`config.mk`:
```
export PLATFORM = sky130hd
export DESIGN_NAME = sr04_echo_emulator
export DESIGN_NICKNAME = d
export VERILOG_FILES = /design/src/rtl/sr04_pkg.sv /design/src/rtl/sr04_us_tick.sv /design/src/rtl/sr04_echo_emulator.sv
export SDC_FILE = /design/constraint.sdc
export NUM_CORES = 1
export LEC_CHECK = 0
export CAP_MARGIN = 20
export CORE_MARGIN = 2
export CORE_UTILIZATION = 40
export DETAILED_ROUTE_END_ITERATION = 12
export PLACE_DENSITY = 0.67
export SLEW_MARGIN = 20
export SYNTH_ARGS = -nofsm -noshare
export SYNTH_HDL_FRONTEND = slang
export SYNTH_SLANG_ARGS = --single-unit
```
`constraint.sdc`:
```
create_clock -name clk -period 8.65 [get_ports clk]
set_input_delay 1.73 -clock clk [delete_from_list [all_inputs] [get_ports clk]]
set_output_delay 1.73 -clock clk [all_outputs]
set_load 0.05 [all_outputs]
```
`src/rtl/sr04_pkg.sv`:
```
// sr04_pkg: shared HC-SR04 state encoding and distance/echo constants.
package sr04_pkg;
    typedef enum logic [2:0] {IDLE, TRIG_HI, BURST, ECHO, HOLDOFF} sr04_state_e;
    localparam int SR04_US_PER_CM  = 58;
    localparam int SR04_MIN_CM     = 2;
    localparam int SR04_MAX_CM     = 400;
    localparam int SR04_TIMEOUT_US = 38000;
endpackage

```
`src/rtl/sr04_us_tick.sv`:
```
// sr04_us_tick: microsecond prescaler with synchronous clear and one-cycle tick.
module sr04_us_tick #(
    parameter int CLK_PER_US = 100
) (
    input  logic clk,
    input  logic rst,
    input  logic clr,
    output logic tick
);
    localparam int W = $clog2(CLK_PER_US);
    logic [W-1:0] cnt;
    assign tick = cnt == W'(CLK_PER_US - 1);
    always_ff @(posedge clk) begin
        if (rst || clr || tick) cnt <= '0;
        else cnt <= cnt + 1'b1;
    end
endmodule

```
`src/rtl/sr04_echo_emulator.sv`:
```
// sr04_echo_emulator: sensor-side HC-SR04 model answering trig with a distance-encoded echo pulse.
module sr04_echo_emulator
    import sr04_pkg::*;
#(
    parameter int CLK_FREQ_HZ = 100_000_000,
    parameter int MIN_TRIG_US = 10,
    parameter int BURST_US    = 200,
    parameter int US_PER_CM   = SR04_US_PER_CM,
    parameter int MIN_CM      = SR04_MIN_CM,
    parameter int MAX_CM      = SR04_MAX_CM,
    parameter int TIMEOUT_US  = SR04_TIMEOUT_US,
    parameter int HOLDOFF_US  = 10000
) (
    input  logic       clk,
    input  logic       rst,
    input  logic       trig,
    input  logic [8:0] distance_cm,
    input  logic       obstacle,
    output logic       echo,
    output logic       busy,
    output logic       trig_err
);
    localparam int          CLK_PER_US = CLK_FREQ_HZ / 1_000_000;
    localparam logic [15:0] MIN_TRIG   = 16'(MIN_TRIG_US);
    localparam logic [15:0] BURST_END  = 16'(BURST_US - 1);
    localparam logic [15:0] HOLD_END   = 16'(HOLDOFF_US - 1);
    localparam logic [8:0]  MIN_D      = 9'(MIN_CM);
    localparam logic [8:0]  MAX_D      = 9'(MAX_CM);

    sr04_state_e state, state_nx;
    logic        trig_m, trig_s, tick, clr, err_nx;
    logic [15:0] us_cnt, width_us, width_nx;
    logic [8:0]  d_cl;
    logic [16:0] prod;

    sr04_us_tick #(.CLK_PER_US(CLK_PER_US)) u_tick (
        .clk (clk),
        .rst (rst),
        .clr (clr),
        .tick(tick)
    );

    assign d_cl     = distance_cm < MIN_D ? MIN_D : distance_cm;
    assign prod     = 17'(d_cl) * 17'(US_PER_CM);
    assign width_nx = (!obstacle || distance_cm > MAX_D) ? 16'(TIMEOUT_US) : prod[15:0];
    assign clr      = state_nx != state;

    // Entering TRIG_HI one stage early keeps the state aligned with trig_s high time.
    always_comb begin
        state_nx = state;
        err_nx   = 1'b0;
        case (state)
            IDLE:    if (trig_m && !trig_s) state_nx = TRIG_HI;
            TRIG_HI: if (!trig_s) begin
                state_nx = us_cnt >= MIN_TRIG ? BURST : IDLE;
                err_nx   = us_cnt < MIN_TRIG;
            end
            BURST:   if (tick && us_cnt == BURST_END) state_nx = ECHO;
            ECHO:    if (tick && us_cnt == width_us - 16'd1) state_nx = HOLDOFF;
            HOLDOFF: if (tick && us_cnt == HOLD_END) state_nx = IDLE;
            default: state_nx = IDLE;
        endcase
    end

    always_ff @(posedge clk) begin
        if (rst) begin
            trig_m   <= 1'b0;
            trig_s   <= 1'b0;
            state    <= IDLE;
            us_cnt   <= '0;
            width_us <= '0;
            echo     <= 1'b0;
            busy     <= 1'b0;
            trig_err <= 1'b0;
        end else begin
            trig_m   <= trig;
            trig_s   <= trig_m;
            state    <= state_nx;
            us_cnt   <= clr ? '0 : (tick && us_cnt != 16'hFFFF) ? us_cnt + 16'd1 : us_cnt;
            if (state == TRIG_HI && state_nx == BURST) width_us <= width_nx;
            echo     <= state_nx == ECHO;
            busy     <= state_nx != IDLE;
            trig_err <= err_nx;
        end
    end
endmodule
```
Word level (Yosys, flattened, before mapping)
Cells that the tools add are included.
Widths: inputs -> output; s select.
{"block": "word_totals", "input_bits": 13, "regBits": 47}
{"block": "op_classes", "eq_ne": 12, "reduce_logical": 15, "n_mul": 1, "order_cmp": 4, "n_mux": 9, "bitwise": 1, "add_sub_neg": 3}
{"cell": "$add 16x1->16 const B", "count": 1}
{"cell": "$eq 16x14->1 const B", "count": 1}
{"cell": "$eq 16x16->1", "count": 1}
{"cell": "$eq 16x8->1 const B", "count": 1}
{"cell": "$ge 16x4->1 const B", "count": 1}
{"cell": "$lt 16x4->1 const B", "count": 1}
{"cell": "$mux 16", "count": 1}
{"cell": "$ne 16x16->1 const B", "count": 1}
{"cell": "$sub 16x1->16 const B", "count": 1}
{"cell": "$mux 3", "count": 5}
{"cell": "$pmux 3 s5", "count": 1}
{"cell": "$mul 9x5->14 const B", "count": 1}
{"cell": "$eq 3x2->1 const B", "count": 4}
{"cell": "$gt 9x9->1 const B", "count": 1}
{"cell": "$lt 9x2->1 const B", "count": 1}
{"cell": "$mux 9", "count": 1}
{"cell": "$add 7x1->7 const B", "count": 1}
{"cell": "$eq 7x7->1 const B", "count": 1}
{"cell": "$logic_and 1x1->1", "count": 6}
{"cell": "$eq 3x1->1 const B", "count": 1}
{"cell": "$eq 3x3->1 const B", "count": 1}
{"cell": "$logic_not 3->1", "count": 1}
{"cell": "$logic_or 1x1->1", "count": 3}
{"cell": "$ne 3x3->1", "count": 1}
{"cell": "6 further kinds", "count": 7}

Logic depth before layout (Yosys ltp)
{"block": "logic_depth", "word_depth": 8, "ltp_mapped": 21, "mapped_depth_nobuf": 21}

Cells and area by module
A second synthesis with hierarchy kept.
{"block": "hier_totals", "hier_cells": 438, "area_unflattened_um2": 3637.2}
{"module": "sr04_echo_emulator", "area_per_inst_um2": 3329.4, "seq_area_each_um2": 780.7, "instances": 1, "cells_each": 404}
{"module": "sr04_us_tick", "area_per_inst_um2": 307.8, "seq_area_each_um2": 140.1, "instances": 1, "cells_each": 34}

Worst setup path before layout
Ideal clock, no wire load.
{"block": "synth_path", "kind": "input port to flip-flop", "from": "input port distance_cm[5]", "to": "register width_us[13]", "required_time_ns": 8.522, "cell_stages": 21, "setup_time_ns": 0.128, "arrival_ns": 5.358, "path_slack_ns": 3.165, "cell_sequence": "inv_1 -> ha_1 -> nand2b_1 -> o21ai_0 -> nand2_1 -> and2_1 -> inv_1 -> fa_1 -> inv_1 -> ha_1 -> inv_1 -> fa_1 -> inv_1 -> ha_1 -> a21oi_1 -> o22ai_1 -> o41ai_1 -> o21ai_0 -> xor2_1 -> a22oi_1 -> nor2_1"}
{"block": "synth_via", "elab_chain_cells": 4, "elab_cells_between_ends": 6}
{"element": "from (decl)", "line": "sr04_echo_emulator.sv:17", "source": "input logic [8:0] distance_cm,"}
{"element": "$lt 9x2->1", "line": "sr04_echo_emulator.sv:43", "source": "assign d_cl = distance_cm < MIN_D ? MIN_D : distance_cm;"}
{"element": "$mux 9", "line": "sr04_echo_emulator.sv:43"}
{"element": "$mul 9x5->14", "line": "sr04_echo_emulator.sv:44", "source": "assign prod = 17'(d_cl) * 17'(US_PER_CM);"}
{"element": "$mux 16 (*)", "line": "sr04_echo_emulator.sv:45", "source": "assign width_nx = (!obstacle || distance_cm > MAX_D) ? 16'(TIMEOUT_US) : prod[15:0];"}
{"element": "to (signal assigned)", "line": "sr04_echo_emulator.sv:80", "source": "if (state == TRIG_HI && state_nx == BURST) width_us <= width_nx;"}
{"element": "to (decl)", "line": "sr04_echo_emulator.sv:32", "source": "logic [15:0] us_cnt, width_us, width_nx;"}
Mark *: on every way between the ends. The rest lies on a longest branch, timed or not.
A chain may end at the register's enable or synchronous reset.

Final worst setup path
Ends and elaborated chain as after synthesis.

==> results.py <==
metrics = {
    "routing": {
        "drc": 0,
        "num_vias": 3150,
        "routedWlPerCell_um": 14.1,
        "routed_wl_um": 8080,
        "via_per_inst": 5.49,
        "drt_first_pass_iters": 5,
        "route.antenna.remaining_nets": 0,
        "drtIter0Drc": 84,
    },
    "final_layout": {
        "final_cells": 574,
        "fill_cells": 919,
        "register_area_um2": 921,
        "area_growth_pct": 7.97,
        "final_nets": 522,
        "multi_input_area_um2": 2560,
        "drive_gt1_share_pct": 5.40,
        "final_cell_area_um2": 4050,
        "antenna_cells": 0,
    },
    "grt": {
        "grt_pass1_wl_um": 14200,
        "antenna_found_initial": 0,
        "track_usage_pct": 17.4,
        "grt-ovfl-total": 0,
        "grt_max_degree": 28,
        "grt_pass1_vias": 3176,
    },
    "logic_synthesis": {
        "yosysWarnings": 0,
        "syn_inst": 458,
        "synth_top_family_by_area": "simple AND/OR/NAND/NOR gates",
        "synth-edff-count": 0,
        "synth.cell_area_um2": 3750,
        "synth_adder_area_share_pct": 18.1,
        "syn_nets": 518,
        "synth-simple-area-share_pct": 26.5,
        "ys_seq_area_share_pct": 24.5,
        "synth-xor-area-share_pct": 10.5,
        "async_reset_ff_share_pct": 0,
        "synth_cell_types": 62,
        "avgSynthCellArea_um2": 8.19,
        "synth_mux_area_share_pct": 0.800,
        "synth_seq_cells": 46,
        "synth-compound-area-share_pct": 12.4,
        "ys.flop_type": "dfxtp_1",
    },
    "pwr": {
        "cellInternalPower_mw": 0.388,
        "p_total_mw": 0.572,
        "sw_frac_of_total_pct": 32.1,
        "p_leak_nw": 1.70,
        "power_density_nw_per_um2": 141,
        "pwr-share-comb_pct": 34.3,
        "power_frac_clock_pct": 28.1,
        "vdd_drop_max_uv": 75.9,
        "pwr-share-seq_pct": 37.7,
        "switchingPower_mw": 0.184,
    },
    "outcome": {
        "outcome": "finished, final reports clean",
    },
    "worst_setup_path": {
        "arrival_ns": 6.25,
        "crit_path_end_kind": "register",
        "crit_path_cell_trace": "clkdlybuf4s50_1, inv_1, ha_1, nand2b_1, o21ai_0, nand2_1, and2_1, inv_1, fa_1, inv_1, ha_1, inv_1, fa_1, inv_1, ha_1, a21oi_1, o22ai_1, o41ai_1, o21ai_0, xor2_1, a22oi_1, nor2_1",
        "critPathSlowestCell": "clkdlybuf4s50_1",
        "slowest_delay_ns": 0.54,
        "cp-start-kind": "input pin",
        "worstPathRequired_ns": 8.80,
        "cpMostUsedCell": "inv_1",
        "r2r_cells": 7,
        "cp_max_fo": 9,
        "path_class": "in -> reg",
    },
    "sta": {
        "slew_headroom_pct": 39.3,
        "fin_crit_sh_pct": 70.4,
        "finalMaxSlewViolations": 0,
        "setup-violations-final": 0,
        "worstMarginPinSlew_ns": 0.907,
        "setup_ws_ns": 2.56,
        "fmax_mhz": 164,
        "skew_ns": 0.00834,
        "finalCriticalPeriod_ns": 6.09,
        "hold_viol_final": 0,
        "fin_tns_setup_ns": 0,
        "rsz0062_at_grt": "no",
    },
    "floorplan": {
        "core.rowCount": 35,
        "die_x_um": 101,
        "initial_core_util_pct": 41.0,
        "ios": 16,
        "die_y_um": 101,
        "core_um2": 9150,
        "dieArea_um2": 10200,
    },
    "cts": {
        "hold_buffers": 0,
        "worstSkewPairLatency_ns": 0.30,
        "cts_setup_buffers": 0,
        "path_clk_slew_ns": 0.09,
        "cts_root_buf": "clkbuf_8",
        "ctsResizeCount": 0,
        "cts_sinks": 46,
        "cts_made_buffers": 5,
        "h-tree-depth": 2,
        "clk_path_buf_depth": 2,
        "cts_tree": "done",
    },
    "placed_design": {
        "globalplace.congestion": 0.901,
        "dp_slack_ns": 2.24,
        "port_buffers": 15,
        "dp.cells": 566,
        "dp_hpwl_um": 6560,
        "placed_cell_area_um2": 3940,
    },
    "hold_path": {
        "hp-class": "reg -> reg",
        "min_path_cells": 1,
    },
    "flow_run": {
        "maxCapViolCount": 0,
    },
}
[final timing paths]
| kind | start | endpoint | slack (ns) |
|---|---|---|---|
| max | distance_cm[5] | width_us[13]$_SDFFE_PP0P_ | 2.56 |
| min | u_tick.cnt[0]$_SDFF_PP0_ | u_tick.cnt[0]$_SDFF_PP0_ | 0.47 |
| max reg2reg | width_us[1]$_SDFFE_PP0P_ | us_cnt[6]$_SDFFE_PP0P_ | 5.61 |
| min reg2reg | u_tick.cnt[0]$_SDFF_PP0_ | u_tick.cnt[0]$_SDFF_PP0_ | 0.47 |
[cell usage after synthesis (all sizes together) (2+ instances only)]
library cell	instances	area share, %
a31oi	2	0.33
or3	2	0.33
a21o	5	1.0
nor2	55	5.6
ha	35	12
nand4	4	0.67
o2111ai	2	0.47
clkbuf	12	1.2
nand2b	6	1.0
a211oi	5	1.0
and2	4	0.67
dfxtp	46	25
o31ai	2	0.40
xnor2	27	6.3
nand3b	5	1.0
or2	3	0.50
nand2	40	4.0
a22oi	7	1.4
fa	12	6.4
mux2i	3	0.80
or4	2	0.40
nor3b	8	2.0
buf	6	1.4
a211o	4	0.93
inv	45	4.5
or4b	2	0.63
and3	3	0.50
nand3	14	1.9
nor2b	4	0.67
o21ai	11	1.5
a21oi	17	2.5
o22ai	5	0.83
o41ai	2	0.67
nand4b	2	0.47
xor2	18	4.2
nor3	17	2.5
nor4b	2	0.47
nor4	8	1.9
[flip-flops by register name (all words and copies together) (netlist names)]
register / count
width_us: 15
echo: 1
busy: 1
trig_err: 1
trig_m: 1
us_cnt: 16
state: 3
trig_s: 1
u_tick.cnt: 7
[routing by layer]
metal  GRT usage, %  part of all wire [%]  vias up  wire length, um
li1               -                     -     1574                -
met1           20.9                    45     1479             3670
met2           30.1                    47       73             3770
met3           3.88                   5.0       24              400
met4           6.64                   3.0        0              242
met5              0                     0        -                0
[metrics by stage]
stage | util, % | hold slack, ns
final | 44.3 | 0.474
after global routing | 44.3 | 0.508
after CTS | 44.3 | 0.481
after detailed placement | 43.1 | 0.460
after global placement | 43.1 | 0.445
after floorplan | - | 0.430
[layout make-up]
cell class	instances	share of cell area (%)
Inverter	45	4.17
Sequential cell	46	22.7
Multi-Input combinational cell	349	63.2
Tap cell	111	3.43
Timing Repair Buffer	15	3.71
Clock buffer	6	1.79
Clock inverter	2	0.926
[worst max-delay path: cells and delay by family]
kind                     cells  cell delay [ns]
AO/OA/AOI/OAI                6             1.12
XOR/XNOR                     1             0.16
adder cells (fa/ha/maj)      5             1.83
buffers and inverters        6             0.84
AND/OR/NAND/NOR              4             0.56
[cells by family after synthesis]
| kind of cell | Yosys count |
|---|---|
| muxes | 3 |
| adders and majority gates | 47 |
| buffers and inverters | 63 |
| AOI/OAI and AO/OA | 68 |
| xor gates and xnor gates | 45 |
| DFF | 46 |
| and+or+nand+nor | 186 |
[cell usage in the layout, fill, tap and decap left out, types with 6 or more instances in the layout]
cell / Yosys / routed
o21ai_0: 10 / 10
nor3_1: 15 / 15
inv_1: 45 / 45
clkdlybuf4s50_1: 0 / 15
nand2_1: 40 / 40
a21oi_1: 15 / 15
nand2b_1: 6 / 6
nor4_1: 6 / 6
nor2_1: 53 / 53
xor2_1: 18 / 18
fa_1: 12 / 12
dfxtp_1: 46 / 46
xnor2_1: 27 / 27
ha_1: 35 / 35
a22oi_1: 7 / 7
nand3_1: 14 / 14
[power by group through the flow]
stage / Clock, mW / Sequential (mW) / Combinational, mW
floorplan: 0 / 0.221 / 0.154
global placement: 0 / 0.220 / 0.196
detailed placement: 0 / 0.220 / 0.197
CTS: 0.162 / 0.215 / 0.199
global route: 0.172 / 0.216 / 0.231
finish: 0.161 / 0.215 / 0.196
Power figures use the tool's default switching activity.
==> patch 1 (same flow settings) <==
Add an input register stage for `trig`, `distance_cm` and `obstacle`, without a reset; this delays them by one clock.
--- a/src/rtl/sr04_echo_emulator.sv
+++ b/src/rtl/sr04_echo_emulator.sv
@@ -29,2 +29,12 @@
 
+    logic trig_q;
+    logic [8:0] distance_cm_q;
+    logic obstacle_q;
+
+    always_ff @(posedge clk) begin
+        trig_q        <= trig;
+        distance_cm_q <= distance_cm;
+        obstacle_q    <= obstacle;
+    end
+
     sr04_state_e state, state_nx;
@@ -42,5 +52,5 @@
 
-    assign d_cl     = distance_cm < MIN_D ? MIN_D : distance_cm;
+    assign d_cl     = distance_cm_q < MIN_D ? MIN_D : distance_cm_q;
     assign prod     = 17'(d_cl) * 17'(US_PER_CM);
-    assign width_nx = (!obstacle || distance_cm > MAX_D) ? 16'(TIMEOUT_US) : prod[15:0];
+    assign width_nx = (!obstacle_q || distance_cm_q > MAX_D) ? 16'(TIMEOUT_US) : prod[15:0];
     assign clr      = state_nx != state;
@@ -75,3 +85,3 @@
         end else begin
-            trig_m   <= trig;
+            trig_m   <= trig_q;
             trig_s   <= trig_m;
Check against the original RTL: not equivalent (a bounded check fails within 4 cycles, from zero or initial values and one cycle with rst high).
==> patch 1 against the unedited design <==
Sequential cell count grew 11; hold slack worse by 33 ps; worst setup slack better by 1700 ps; cell area up 7.4%; synthesized area grew 4.7%; cell count is 5.4% higher; total power increased by 23%; routed wire length is 7.0% higher; critical path depth decreased by 4; critical path type is now reg -> reg; critical endpoint is now width_us[14]; largest power group unchanged.
==> patch 1: results (changes against the unedited design) <==
critPathArrivalTime_ps: 4690  # was 6250 ps
placed_inst_area_sq_um: 4170  # was 3940 sq um
synth.net_count: 520  # was 518
grt.total_usage_pct: 17.2  # was 17.4%
place_hpwl_microns: 6580  # was 6560 microns
grtUsageMet1_pct: 19.3  # was 20.9%
nets: 528  # was 522
yosysSeqAreaShare_pct: 29.0  # was 24.5%
worstMarginPinSlew_ps: 960  # was 907 ps
cts.htree.levels: 3  # was 2
worst_path_max_delay_cell: "fa_1"  # was clkdlybuf4s50_1
ir_drop_mv: 0.106  # was 0.0759 mV
detail_route.first_pass.iterations: 4  # was 5
nFillCells: 969  # was 919
synth_cell_types: 54  # was 62
result_of_the_run: "completed"  # unchanged
gpl.final_weighted_congestion: 0.865  # was 0.901
grt_pass1_vias: 3123  # was 3,176
routedLengthMet1_microns: 3750  # was 3670 microns
drt-initial-drc-count: 77  # was 84
largest_registers: "us_cnt x16, width_us x15, distance_cm_q x9"  # was us_cnt x16, width_us x15, u_tick.cnt x7
instances_no_fill: 605  # was 574
place_worst_setup_slack_ps: 4190  # was 2240 ps
drive_above_1_share_pct: 6.14  # was 5.40%
wire_length_of_the_first_global_routing_pass_microns: 14300  # was 14,200 microns
grt_util_met3_pct: 4.54  # was 3.88%
-- patch 1: worst paths after layout --
| check | from | end | slack [ps] | cells after the start |
|---|---|---|---|---|
| worst min register to register | trig_q | trig_m | 440 | 1 |
| worst min-delay path | trig_q | trig_m | 440 | 1 |
| worst max-delay path | distance_cm_q[5] | width_us[14] | 4210 | 18 |
| worst max register to register | distance_cm_q[5] | width_us[14] | 4210 | 18 |
-- patch 1: cells by family after synthesis --
kind of cell	count (synthesis)	synth area share [%]
DFF	57	29.0
AOI/OAI and AO/OA	67	11.8
xor gates and xnor gates	48	10.7
muxes	3	0.764
buffers and inverters	58	6.02
adders and majority gates	47	17.3
and+or+nand+nor	180	24.4
-- patch 1: cell type report --
type / count / area, sq um / area share (%)
timing repair buffer: 17 / 165 / 3.79
clock inverter: 3 / 15.0 / 0.345
clock buffer: 12 / 165 / 3.79
sequential: 57 / 1140 / 26.2
tap: 133 / 166 / 3.82
multi-input combinational: 345 / 2560 / 58.8
inverter: 38 / 143 / 3.28
-- patch 1: worst max-delay path, delay by kind of cell (launching register included) --
kind	cells	cell delay, ps
buffers and inverters	3	190
adder cells (fa/ha/maj)	5	1760
AND/OR/NAND/NOR	3	500
AO/OA/AOI/OAI	6	1410
flip-flops	1	340
XOR/XNOR	1	150
-- patch 1: power breakdown --
part | internal (mW) | switching (mW) | total, mW
clock network | 0.124 | 0.108 | 0.232
logic | 0.0899 | 0.109 | 0.199
registers | 0.267 | 0.00391 | 0.271
total | 0.481 | 0.221 | 0.703
==> patch 2 (same settings) <==
Made on the original files. The parameter `CLK_FREQ_HZ` goes from 100_000_000 to 50_000_000.
--- a/src/rtl/sr04_echo_emulator.sv
+++ b/src/rtl/sr04_echo_emulator.sv
@@ -4,3 +4,3 @@
 #(
-    parameter int CLK_FREQ_HZ = 100_000_000,
+    parameter int CLK_FREQ_HZ = 50_000_000,
     parameter int MIN_TRIG_US = 10,
Check against the original RTL: same outputs for any inputs over 10 cycles, from zero or initial values and one cycle with rst high; that may be too few to reach the edited logic, so the function may still have changed.
==> patch 2 against the unedited design <==
Worst setup slack got worse by 12 ps; synthesized area fell by 3.1%; cell area fell by 3.3%; first-iteration DRC count increased by 49%; cell count is 4.7% lower; routed wire length decreased by 4.3%; sequential share of layout area grew 0.27 points; sequential cell count decreased by 1; non-clock buffer count grew 1; total power fell by 5.7%; critical path type unchanged; critical endpoint is now width_us[14]; largest power group unchanged.
==> patch 2: results (changes against the unedited design) <==
result_of_the_run: "completed"  # unchanged
grt_pass1_vias: 3001  # was 3,176
nClkBuffers: 7  # was 6
gpl.final_weighted_congestion: 0.830  # was 0.901
ys_ff_latch: 45  # was 46
grt.total_usage_pct: 16.9  # was 17.4%
hold_path.startpoint: "trig_m"  # was u_tick.cnt[0]
place_worst_setup_slack_ps: 2230  # was 2240 ps
final-clk-cell-share_pct: 2.14  # was 2.72%
ir_drop_mv: 0.0831  # was 0.0759 mV
drive_above_1_share_pct: 3.19  # was 5.40%
detail_route.wirelength_microns: 7720  # was 8080 microns
synth_top_cells_by_count: "45 x dfxtp_1, 44 x nor2_1, 43 x inv_1"  # was 53 x nor2_1, 46 x dfxtp_1, 45 x inv_1
detail_route.first_pass.iterations: 6  # was 5
inv_count: 43  # was 45
post_synth_mux_area_share_pct: 0.551  # was 0.800%
finalHoldWorstSlack_ps: 464  # was 474 ps
routedWlPerCell_microns: 14.1  # about the same
grt_max_degree: 26  # was 28
synth_cell_types: 61  # was 62
timing.reg2reg.setup_slack_ps: 5240  # was 5610 ps
yosysSeqAreaShare_pct: 24.8  # was 24.5%
timing.clock.skew_ps: 7.80  # was 8.34 ps
seqAreaFraction_pct: 23.0  # was 22.7%
multi_input_comb_area_sq_um: 2480  # was 2560 sq um
syn2layout_area_growth_pct: 7.71  # was 7.97%
viasPerCell: 5.47  # was 5.49
netlist_top_cells_area: "dfxtp_1 25%, ha_1 12%, xnor2_1 7.9%, fa_1 6.6%, nor2_1 4.5%"  # was dfxtp_1 25%, ha_1 12%, fa_1 6.4%, xnor2_1 6.3%, nor2_1 5.3%
worstMarginPinSlew_ps: 1040  # was 907 ps
synth.net_count: 496  # was 518
place_hpwl_microns: 6170  # was 6560 microns
synth_compound_area_share_pct: 12.1  # was 12.4%
ff_latch_area_sq_um: 901  # was 921 sq um
power.internal_mw: 0.354  # was 0.388 mW
leakage_nw: 1.56  # was 1.70 nW
dpl.cell_count: 539  # was 566
yosys.area_share.xor_xnor_pct: 11.7  # was 10.5%
wire_length_of_the_first_global_routing_pass_microns: 13800  # was 14,200 microns
capturing_point_of_the_worst_reg2reg_path: "us_cnt[1]"  # was us_cnt[6]
non_clock_buffering_overhead_pct: 4.03  # was 3.71%
synth-adder-area-share_pct: 19.0  # was 18.1%
==> patch 2: changes by cell type in the layout (fill, tap and decap cells not counted), moves of 5 or more <==
cell     delta
nor2_1      -9
xnor2_1     +6
nor4_1      +5
nand2_1    -12
nand4_1     +8
xor2_1      -5
==> patch 2: layer usage <==
metal / part of all wire (%) / up-vias / global-route usage [%]
met5: 0 / - / 0
met4: 2.8 / 0 / 6.01
met3: 2.0 / 12 / 2.32
met2: 50 / 36 / 30.5
met1: 45 / 1425 / 20.6
li1: - / 1520 / -
==> patch 2: how the worst max path moves through the flow <==
stage                        start           end  slack (ps)  cells after the start
CTS                 distance_cm[5]  width_us[14]        2540                     20
global route        distance_cm[5]  width_us[13]        2210                     22
detailed placement  distance_cm[5]  width_us[14]        2230                     20
global placement    distance_cm[5]  width_us[13]        2350                     22
finish              distance_cm[5]  width_us[14]        2550                     20
floorplan           distance_cm[2]  width_us[14]        3120                     17
